**src/rtl/sat_accum_fsm.sv**
```systemverilog
// Multi-channel unsigned burst accumulator: sums tagged beats per channel, then drains them in channel order.
// Optional macro SAT_ACCUM_SATURATE_EN clamps on carry-out instead of wrapping.
module sat_accum_fsm #(
  parameter int WIDTH    = 32,
  parameter int CHANNELS = 4,
  parameter int COUNT_W  = 8
) (
  input  logic                        clk,
  input  logic                        rst_n,
  input  logic                        start,
  input  logic [COUNT_W-1:0]          len,
  input  logic                        in_valid,
  output logic                        in_ready,
  input  logic [WIDTH-1:0]            in_data,
  input  logic [$clog2(CHANNELS)-1:0] in_ch,
  output logic                        out_valid,
  input  logic                        out_ready,
  output logic [WIDTH-1:0]            out_data,
  output logic [$clog2(CHANNELS)-1:0] out_ch,
  output logic [CHANNELS-1:0]         ovf,
  output logic                        busy,
  output logic                        done
);

  localparam int CH_W = $clog2(CHANNELS);
  localparam logic [CH_W-1:0] LAST_CH = CH_W'(CHANNELS - 1);

  typedef enum logic [1:0] {
    IDLE  = 2'd0,
    ACCUM = 2'd1,
    DRAIN = 2'd2,
    DONE  = 2'd3
  } state_t;

  state_t               state_reg;
  logic [COUNT_W-1:0]   remaining_reg;
  logic [CH_W-1:0]      drain_idx_reg;
  logic                 in_ready_reg;
  logic                 out_valid_reg;
  logic                 busy_reg;
  logic                 done_reg;

  logic                 clear_all;
  logic                 beat_fire;
  logic                 drain_fire;
  logic [WIDTH-1:0]     acc_view [CHANNELS];

  assign clear_all  = (state_reg == IDLE) && start;
  assign beat_fire  = (state_reg == ACCUM) && in_valid && in_ready_reg;
  assign drain_fire = (state_reg == DRAIN) && out_valid_reg && out_ready;

  always_ff @(posedge clk or negedge rst_n) begin
    if (!rst_n) begin
      state_reg     <= IDLE;
      remaining_reg <= '0;
      drain_idx_reg <= '0;
      in_ready_reg  <= 1'b0;
      out_valid_reg <= 1'b0;
      busy_reg      <= 1'b0;
      done_reg      <= 1'b0;
    end else begin
      case (state_reg)
        IDLE: begin
          if (start) begin
            remaining_reg <= len;
            busy_reg      <= 1'b1;
            if (len != '0) begin
              state_reg    <= ACCUM;
              in_ready_reg <= 1'b1;
            end else begin
              state_reg     <= DRAIN;
              out_valid_reg <= 1'b1;
            end
          end
        end
        ACCUM: begin
          if (beat_fire) begin
            remaining_reg <= remaining_reg - COUNT_W'(1);
            // The last beat closes the input port; draining starts next cycle.
            if (remaining_reg == COUNT_W'(1)) begin
              state_reg     <= DRAIN;
              in_ready_reg  <= 1'b0;
              out_valid_reg <= 1'b1;
            end
          end
        end
        DRAIN: begin
          if (drain_fire) begin
            if (drain_idx_reg == LAST_CH) begin
              drain_idx_reg <= '0;
              out_valid_reg <= 1'b0;
              done_reg      <= 1'b1;
              state_reg     <= DONE;
            end else begin
              drain_idx_reg <= drain_idx_reg + CH_W'(1);
            end
          end
        end
        DONE: begin
          done_reg  <= 1'b0;
          busy_reg  <= 1'b0;
          state_reg <= IDLE;
        end
        default: begin
          state_reg     <= IDLE;
          remaining_reg <= '0;
          drain_idx_reg <= '0;
          in_ready_reg  <= 1'b0;
          out_valid_reg <= 1'b0;
          busy_reg      <= 1'b0;
          done_reg      <= 1'b0;
        end
      endcase
    end
  end

  // One accumulator per channel; an in_ch beyond CHANNELS-1 matches none and is only counted.
  genvar gi;
  generate
    for (gi = 0; gi < CHANNELS; gi++) begin : g_ch
      logic [WIDTH-1:0] acc_reg;
      logic             ovf_reg;
      logic [WIDTH:0]   sum_next;
      logic [WIDTH-1:0] acc_next;
      logic             hit;

      assign hit      = beat_fire && (in_ch == CH_W'(gi));
      assign sum_next = {1'b0, acc_reg} + {1'b0, in_data};
`ifdef SAT_ACCUM_SATURATE_EN
      assign acc_next = sum_next[WIDTH] ? {WIDTH{1'b1}} : sum_next[WIDTH-1:0];
`else
      assign acc_next = sum_next[WIDTH-1:0];
`endif

      always_ff @(posedge clk or negedge rst_n) begin
        if (!rst_n) begin
          acc_reg <= '0;
          ovf_reg <= 1'b0;
        end else if (clear_all) begin
          acc_reg <= '0;
          ovf_reg <= 1'b0;
        end else if (hit) begin
          acc_reg <= acc_next;
          if (sum_next[WIDTH]) begin
            ovf_reg <= 1'b1;
          end
        end
      end

      assign acc_view[gi] = acc_reg;
      assign ovf[gi]      = ovf_reg;
    end
  endgenerate

  assign in_ready  = in_ready_reg;
  assign out_valid = out_valid_reg;
  assign out_ch    = drain_idx_reg;
  assign out_data  = out_valid_reg ? acc_view[drain_idx_reg] : '0;
  assign busy      = busy_reg;
  assign done      = done_reg;

endmodule

```
**config.mk**
```make
export PLATFORM = sky130hd
export DESIGN_NAME = sat_accum_fsm
export DESIGN_NICKNAME = d
export VERILOG_FILES = /design/src/rtl/sat_accum_fsm.sv
export SDC_FILE = /design/constraint.sdc
export NUM_CORES = 1
export LEC_CHECK = 0
export BUFFER_PORTS_ARGS = -buffer_cell sky130_fd_sc_hd__buf_2
export CAP_MARGIN = 20
export CORE_ASPECT_RATIO = 1.4
export CORE_MARGIN = 8
export CORE_UTILIZATION = 55
export CTS_CLUSTER_SIZE = 10
export DETAILED_ROUTE_END_ITERATION = 6
export GPL_ROUTABILITY_DRIVEN = 0
export GPL_TIMING_DRIVEN = 0
export PLACE_DENSITY = 0.8
export SETUP_SLACK_MARGIN = 0.05
export SYNTH_ARGS = -nofsm -noshare
export SYNTH_HDL_FRONTEND = slang
export SYNTH_SLANG_ARGS = --single-unit
```
**constraint.sdc**
```tcl
create_clock -name clk -period 3.4 [get_ports clk]
set_input_delay 0.17 -clock clk [delete_from_list [all_inputs] [get_ports clk]]
set_output_delay 0.17 -clock clk [all_outputs]
set_load 0.005 [all_outputs]
```
==> flow_summary_export.csv, run 1 <==
group,metric,value,unit
outcome,run_status,"finished, final reports clean",
drt,num_vias,12380,
global_routing,grt_pass1_vias,12480,
layout,final_core_util,62.94,%
drt,wl,41140,um
clock_network,cts_max_level,4,
clock_network,clock_latency,0.44,ns
placement,dp_hpwl,31060,um
layout,largest_reg_flops,128,
floorplanning,ios,89,
timing,fmax,303.3,MHz
global_routing,track_usage,28.40,%
timing,hold_viol_final,0,
layout,drive_gt1_share,12.63,%
synthesis,avgSynthCellArea,8.950,um2
worst_setup_path,path_class,"flop to flop",
clock_network,clk_transition_reported_paths,0.07,ns
layout,nets,1748,
worst_setup_path,worstPathRequired,3.72,ns
worst_setup_path,cp_max_fo,7,
worst_setup_path,critPathLaunchType,"flop",
power,p_int,5.494,mW
global_routing,gr-total-overflow,0,
floorplanning,die_h,197.6,um
clock_network,clock_tree.buffer_depth,2,
worst_setup_path,cp-end-kind,"flop",
drt,vias_per_cell,6.583,
timing,slew_headroom,39.90,%
synthesis,synthArstFlopShare,100.0,%
timing,period_share,96.98,%
placement,io_buffers,87,
floorplanning,die_w,145.7,um
global_routing,grt_start_max_net_pins,83,
synthesis,synth_edf_count,0,
floorplanning,start_util,55.85,%
placement,placed_area,13820,um2
power,ir_drop,0.4266,mV
timing,worst_slew_pin_slew,0.9015,ns
synthesis,synth.ff_latch_count,148,
drt,first_iter_violations,970,
drt,postRouteAntennaNets,0,
floorplanning,dieArea,28800,um2
power,p_leak,7.176,nW
power,switching_share,43.36,%
layout,multiInputGateArea,8961,um2
synthesis,yosysWarnings,0,
power,pwr-share-clk,21.5,%
power,switchingPower,4.205,mW
power,seq_power_share,27.3,%
floorplanning,core,23200,um2
clock_network,root_buffer,"clkbuf_16",
drt,drc_errors,0,
synthesis,yosysUniqueCellTypes,76,
synthesis,yosysSeqAreaShare,28.58,%
clock_network,numCtsBuffers,17,
drt,drt_first_pass_iters,6,
layout,syn2layout_area_growth,12.69,%
timing,drv_slew,0,
timing,finalSetupViolations,0,
clock_network,cts_sinks,148,
global_routing,grt_pass1_wl,64780,um
timing,period_needed,3.297,ns
power,comb_power_share,51.2,%
layout,antennaDiodeCount,0,
timing,holdWs,0.03266,ns
floorplanning,rows,66,
layout,final_common_cell,"dfrtp_1",
timing,clock-skew-final,0.01097,ns
layout,final_cell_mix,"dfrtp_1 (148), nand2_1 (140), ha_1 (135)",
flow_run,maxCapViolations,0,
synthesis,yosys_most_used_dff,"dfrtp_1",
clock_network,cts_tree,"yes",
drt,routedWlPerCell,21.87,um
layout,fillers,1953,
worst_setup_path,arrival,3.62,ns
synthesis,synth_cells,1448,
synthesis,synth.cell_area,12960,um2
timing,rsz0062_at_grt,"no",
global_routing,antenna_found_initial,0,
hold_path,holdCritPathClass,"input pin to flop",
power,power.density,664.2,nW/um2
synthesis,syn-num-nets,1634,
layout,stdcell_area,14600,um2
layout,regArea,3704,um2
==> stage by stage <==
step | worst slack, ns | TNS [ns] | total power [mW] | std cells
floorplan | 0.4525 | 0 | 6.075 | 1448
global placement | -0.1833 | -25.52 | 7.267 | 1841
detailed placement | -0.1376 | -0.1669 | 7.420 | 1844
CTS | 0.009625 | 0 | 9.561 | 1879
global route | 0.04235 | 0 | 10.29 | 1881
finish | 0.1026 | 0 | 9.700 | 1881
==> Yosys cell counts, types with 7 or more instances <==
cell,count,area [um2]
inv_1,33,123.9
o21ai_1,34,170.2
a211oi_1,12,90.09
nand4_1,14,87.58
o22ai_1,8,50.05
nor3_1,23,115.1
dfrtp_1,148,3704
or3_1,12,75.07
a21oi_1,130,650.6
and2_1,35,219.0
a21o_1,63,473.0
and3_1,12,75.07
a22o_1,67,586.8
nand2b_1,14,87.58
o21a_1,11,82.58
ha_1,135,1689
o21ai_0,94,470.5
o31ai_1,12,90.09
nor2_1,68,255.2
a31oi_1,21,131.4
clkbuf_1,56,210.2
a32o_1,7,70.07
xor2_1,47,411.6
nand2_1,140,525.5
xnor2_1,61,534.3
o21bai_1,11,82.58
mux4_2,32,720.7
nor2b_1,15,93.84
nand3_1,38,190.2
==> area by class of cell <==
type	count	area share [%]
plain buffers	65	1.859
clock buffers	19	3.033
clock inverters	13	1.345
inverters	33	0.8482
multi-input cells	1202	61.36
flip-flops and latches	148	25.36
well taps	306	2.622
repair buffers	95	3.573
==> worst paths after layout <==
kind | startpoint | to | slack, ns | cells after the start
worst min register to register | g_ch[3].acc_reg[6] | g_ch[3].acc_reg[6] | 0.51 | 2
worst max-delay path | g_ch[1].acc_reg[11] | g_ch[1].acc_reg[28] | 0.10 | 11
worst max register to register | g_ch[1].acc_reg[11] | g_ch[1].acc_reg[28] | 0.10 | 11
max in group asynchronous | rst_n | g_ch[1].acc_reg[20] | 2.23 | 3
worst min-delay path | len[2] | remaining_reg[2] | 0.03 | 3
min in group asynchronous | rst_n | g_ch[3].acc_reg[4] | 0.30 | 2
==> repair_timing <==
item / CTS / global route
gates resized for setup: 5 / 17
hold buffers: 1 / 0
pin swaps: 2 / 7
endpoints found under the hold margin: 66 / 0
setup buffers: 2 / 2
endpoints found under the setup margin: 11 / 35
==> layer usage <==
layer  share of wire (%)  GRT usage [%]  wire length (um)  vias to the layer above
met5                   0              0                 0                        -
met4                 7.5          21.46              3089                        0
met3                 6.9          5.089              2832                      167
met2                  48          47.94             19620                      601
met1                  38          31.69             15600                     5944
li1                    -              -                 -                     5670
==> power groups by stage <==
stage / Combinational [mW] / Sequential (mW) / Clock (mW)
finish: 4.96 / 2.65 / 2.09
global route: 5.43 / 2.69 / 2.16
CTS: 4.84 / 2.64 / 2.09
detailed placement: 4.76 / 2.66 / 0
global placement: 4.63 / 2.64 / 0
floorplan: 3.59 / 2.49 / 0
==> worst max-delay path, stage by stage, from the launching register on <==
cell       delay, ns
dfrtp_1         0.40
ha_1            0.27
clkbuf_1        0.28
a21oi_1         0.75
o221ai_1        0.21
a21o_1          0.24
a2bb2oi_1       0.16
o211ai_1        0.14
a21o_1          0.27
a21oi_1         0.19
xnor2_1         0.08
a22o_1          0.19
==> cells by family (layout without fill, tap and decap cells) <==
group | count (synthesis) | count (layout) | share of synthesized area [%]
AO/OA/AOI/OAI | 522 | 522 | 26.71
XOR/XNOR | 108 | 108 | 7.299
adder cells (fa/ha/maj) | 139 | 139 | 13.65
buffers and inverters | 98 | 225 | 3.022
flip-flops | 148 | 148 | 28.58
multiplexers | 38 | 38 | 6.034
AND/OR/NAND/NOR | 395 | 395 | 14.70
Note: power is estimated with default switching activity, not from simulation.
==> inputs of run 2 (changes only) <==
--- a/config.mk
+++ b/config.mk
@@ -7,14 +7,16 @@
 export LEC_CHECK = 0
 export BUFFER_PORTS_ARGS = -buffer_cell sky130_fd_sc_hd__buf_2
 export CAP_MARGIN = 20
+export CELL_PAD_IN_SITES_DETAIL_PLACEMENT = 1
+export CELL_PAD_IN_SITES_GLOBAL_PLACEMENT = 2
 export CORE_ASPECT_RATIO = 1.4
 export CORE_MARGIN = 8
-export CORE_UTILIZATION = 55
+export CORE_UTILIZATION = 39
 export CTS_CLUSTER_SIZE = 10
 export DETAILED_ROUTE_END_ITERATION = 6
 export GPL_ROUTABILITY_DRIVEN = 0
 export GPL_TIMING_DRIVEN = 0
-export PLACE_DENSITY = 0.8
+export PLACE_DENSITY = 0.88
 export SETUP_SLACK_MARGIN = 0.05
 export SYNTH_ARGS = -nofsm -noshare
 export SYNTH_HDL_FRONTEND = slang
==> flow_summary_export.csv, run 2 (synthesis results as in run 1) <==
group,metric,value,unit
outcome,run_status,"finished, final reports clean",
timing,final.setup.worst_slack,0.1731,ns
flow_run,maxCapViolations,0,
worst_setup_path,cp-end-kind,"flop",
clock_network,cts_max_level,4,
floorplanning,dieArea,39400,um2
power,ir_drop,0.3075,mV
worst_setup_path,slowest_delay,0.45,ns
floorplanning,start_util,39.26,%
clock_network,clock_latency,0.46,ns
timing,hold_viol_final,0,
worst_setup_path,critPathLaunchType,"flop",
timing,period_needed,3.227,ns
drt,postRouteAntennaNets,0,
layout,drive_gt1_share,13.36,%
placement,place_ws,-0.3127,ns
worst_setup_path,reg2regPathDepth,10,
timing,fmax,309.9,MHz
floorplanning,ios,89,
power,power.density,667.3,nW/um2
worst_setup_path,slowest_stage,"a2111oi_2",
clock_network,cts_sinks,148,
drt,routedWlPerCell,23.13,um
drt,drt_first_pass_iters,4,
placement,io_buffers,87,
clock_network,clock_tree.buffer_depth,2,
layout,regArea,3704,um2
worst_setup_path,worst_r2r_endpoint,"g_ch[3].acc_reg[26]",
timing,slew_headroom,38.67,%
timing,period_share,94.91,%
floorplanning,die_h,231.7,um
global_routing,antenna_found_initial,0,
worst_setup_path,cp-endpoint,"g_ch[3].acc_reg[26]",
timing,rsz0062_at_grt,"yes",
layout,multiInputGateArea,9005,um2
hold_path,holdCritPathClass,"input pin to flop",
power,p_leak,7.230,nW
drt,drc_errors,0,
drt,first_iter_violations,681,
drt,wl,46850,um
floorplanning,rows,79,
hold_path,min_from,"len[2]",
clock_network,root_buffer,"clkbuf_16",
timing,clock-skew-final,0.01333,ns
worst_setup_path,arrival,3.55,ns
worst_setup_path,rrSetupSlack,0.17,ns
clock_network,clk_transition_reported_paths,0.06,ns
worst_setup_path,path_cells,"ha_1, a2111oi_2, o21ai_2, a211o_1, nand4_1, a31oi_1, or4_1, a31oi_1, xor2_1, o21ai_1",
drt,num_vias,12170,
global_routing,grt_pass1_wl,74770,um
global_routing,track_usage,24.46,%
global_routing,grt_pass1_vias,12980,
timing,finalSetupViolations,0,
worst_setup_path,worstPathRequired,3.73,ns
timing,worst_slew_pin_slew,0.9200,ns
worst_setup_path,crit_top_cell,"a31oi_1",
clock_network,numCtsBuffers,17,
clock_network,cts_tree,"yes",
timing,holdWs,0.02948,ns
timing,drv_slew,0,
worst_setup_path,r2r_start,"g_ch[3].acc_reg[4]",
worst_setup_path,path_class,"flop to flop",
layout,final_common_cell,"dfrtp_1",
worst_setup_path,critPathLaunch,"g_ch[3].acc_reg[4]",
worst_setup_path,cp_max_fo,5,
placement,dp_hpwl,36490,um
floorplanning,core,33010,um2
layout,syn2layout_area_growth,14.95,%
global_routing,gr-total-overflow,0,
floorplanning,die_w,170.1,um
layout,fillers,3927,
drt,vias_per_cell,6.009,
layout,largest_reg_flops,128,
layout,final_cell_mix,"dfrtp_1 (148), nand2_1 (140), ha_1 (134)",
layout,nets,1754,
global_routing,grt_start_max_net_pins,85,
[run 2: cell types whose count changed in the layout (fill, tap and decap cells not counted), moves of 2 or more]
cell,before,now
buf_4,9,16
clkbuf_1,56,53
clkinv_2,0,3
inv_6,3,0
a21oi_1,128,126
clkinv_4,4,1
clkdlybuf4s15_2,0,2
[run 2: how the worst min path moves through the flow]
stage / cells past startpoint / end / slack (ns)
4_1_cts: 3 / remaining_reg[7] / 0.005
5_1_grt: 3 / remaining_reg[7] / 0.03
2_1_floorplan: 0 / busy / -0.13
3_3_place_gp: 3 / remaining_reg[7] / 0.47
3_5_place_dp: 1 / remaining_reg[1] / 0.17
6_report: 3 / remaining_reg[2] / 0.03
[run 2: per-stage QoR]
| stage | cell area [um2] | util, % | power, mW | setup TNS, ns | cells |
|---|---|---|---|---|---|
| finish | 14900 | 45.12 | 9.941 | 0 | 2025 |
| global route | 14890 | 45.11 | 10.63 | -0.005403 | 2024 |
| floorplan | 12960 | - | 6.075 | 0 | 1448 |
| global placement | 13950 | 42.26 | 7.477 | -57.22 | 1980 |
| detailed placement | 14000 | 42.42 | 7.651 | -1.280 | 1983 |
| CTS | 14750 | 44.69 | 9.893 | 0 | 2017 |
[run 2: power breakdown]
part           internal, mW  total (mW)  leakage (nW)  switching [mW]
clock network          1.31        2.14         0.306           0.828
logic                  2.09        5.15          4.91            3.05
registers              2.19        2.66          2.01           0.468
total                  5.59        9.94          7.23            4.35
[run 2: critical path: cells and delay by family, from the launching register on]
kind | cells | cell delay [ns]
compound gates | 6 | 1.51
simple gates | 2 | 0.64
flops | 1 | 0.41
fa+ha+maj | 1 | 0.38
xor+xnor | 1 | 0.17
[run 2: layer usage]
layer	up-vias	GRT usage [%]	part of all wire, %
met5	-	0	0
met4	0	12.75	5.4
met3	105	3.317	3.2
met2	268	43.20	51
met1	6128	28.28	41
li1	5668	-	-
[run 2: cell type report]
class | count | area share [%]
repair buffers | 102 | 3.981
clock inverters | 10 | 1.218
plain buffers | 64 | 1.907
multi-input cells | 1202 | 60.45
inverters | 33 | 0.8315
diodes | 1 | 0.01680
well taps | 445 | 3.738
clock buffers | 20 | 2.998
flip-flops and latches | 148 | 24.86
[run 2: what timing repair did]
item | 4_1_cts | 5_1_grt
endpoints found under the setup margin | 35 | 62
resized for setup | 15 | 22
setup buffers | 3 | 8
endpoints found under the hold margin | 64 | 0
hold buffers | 1 | 0
pin swaps | 4 | 11
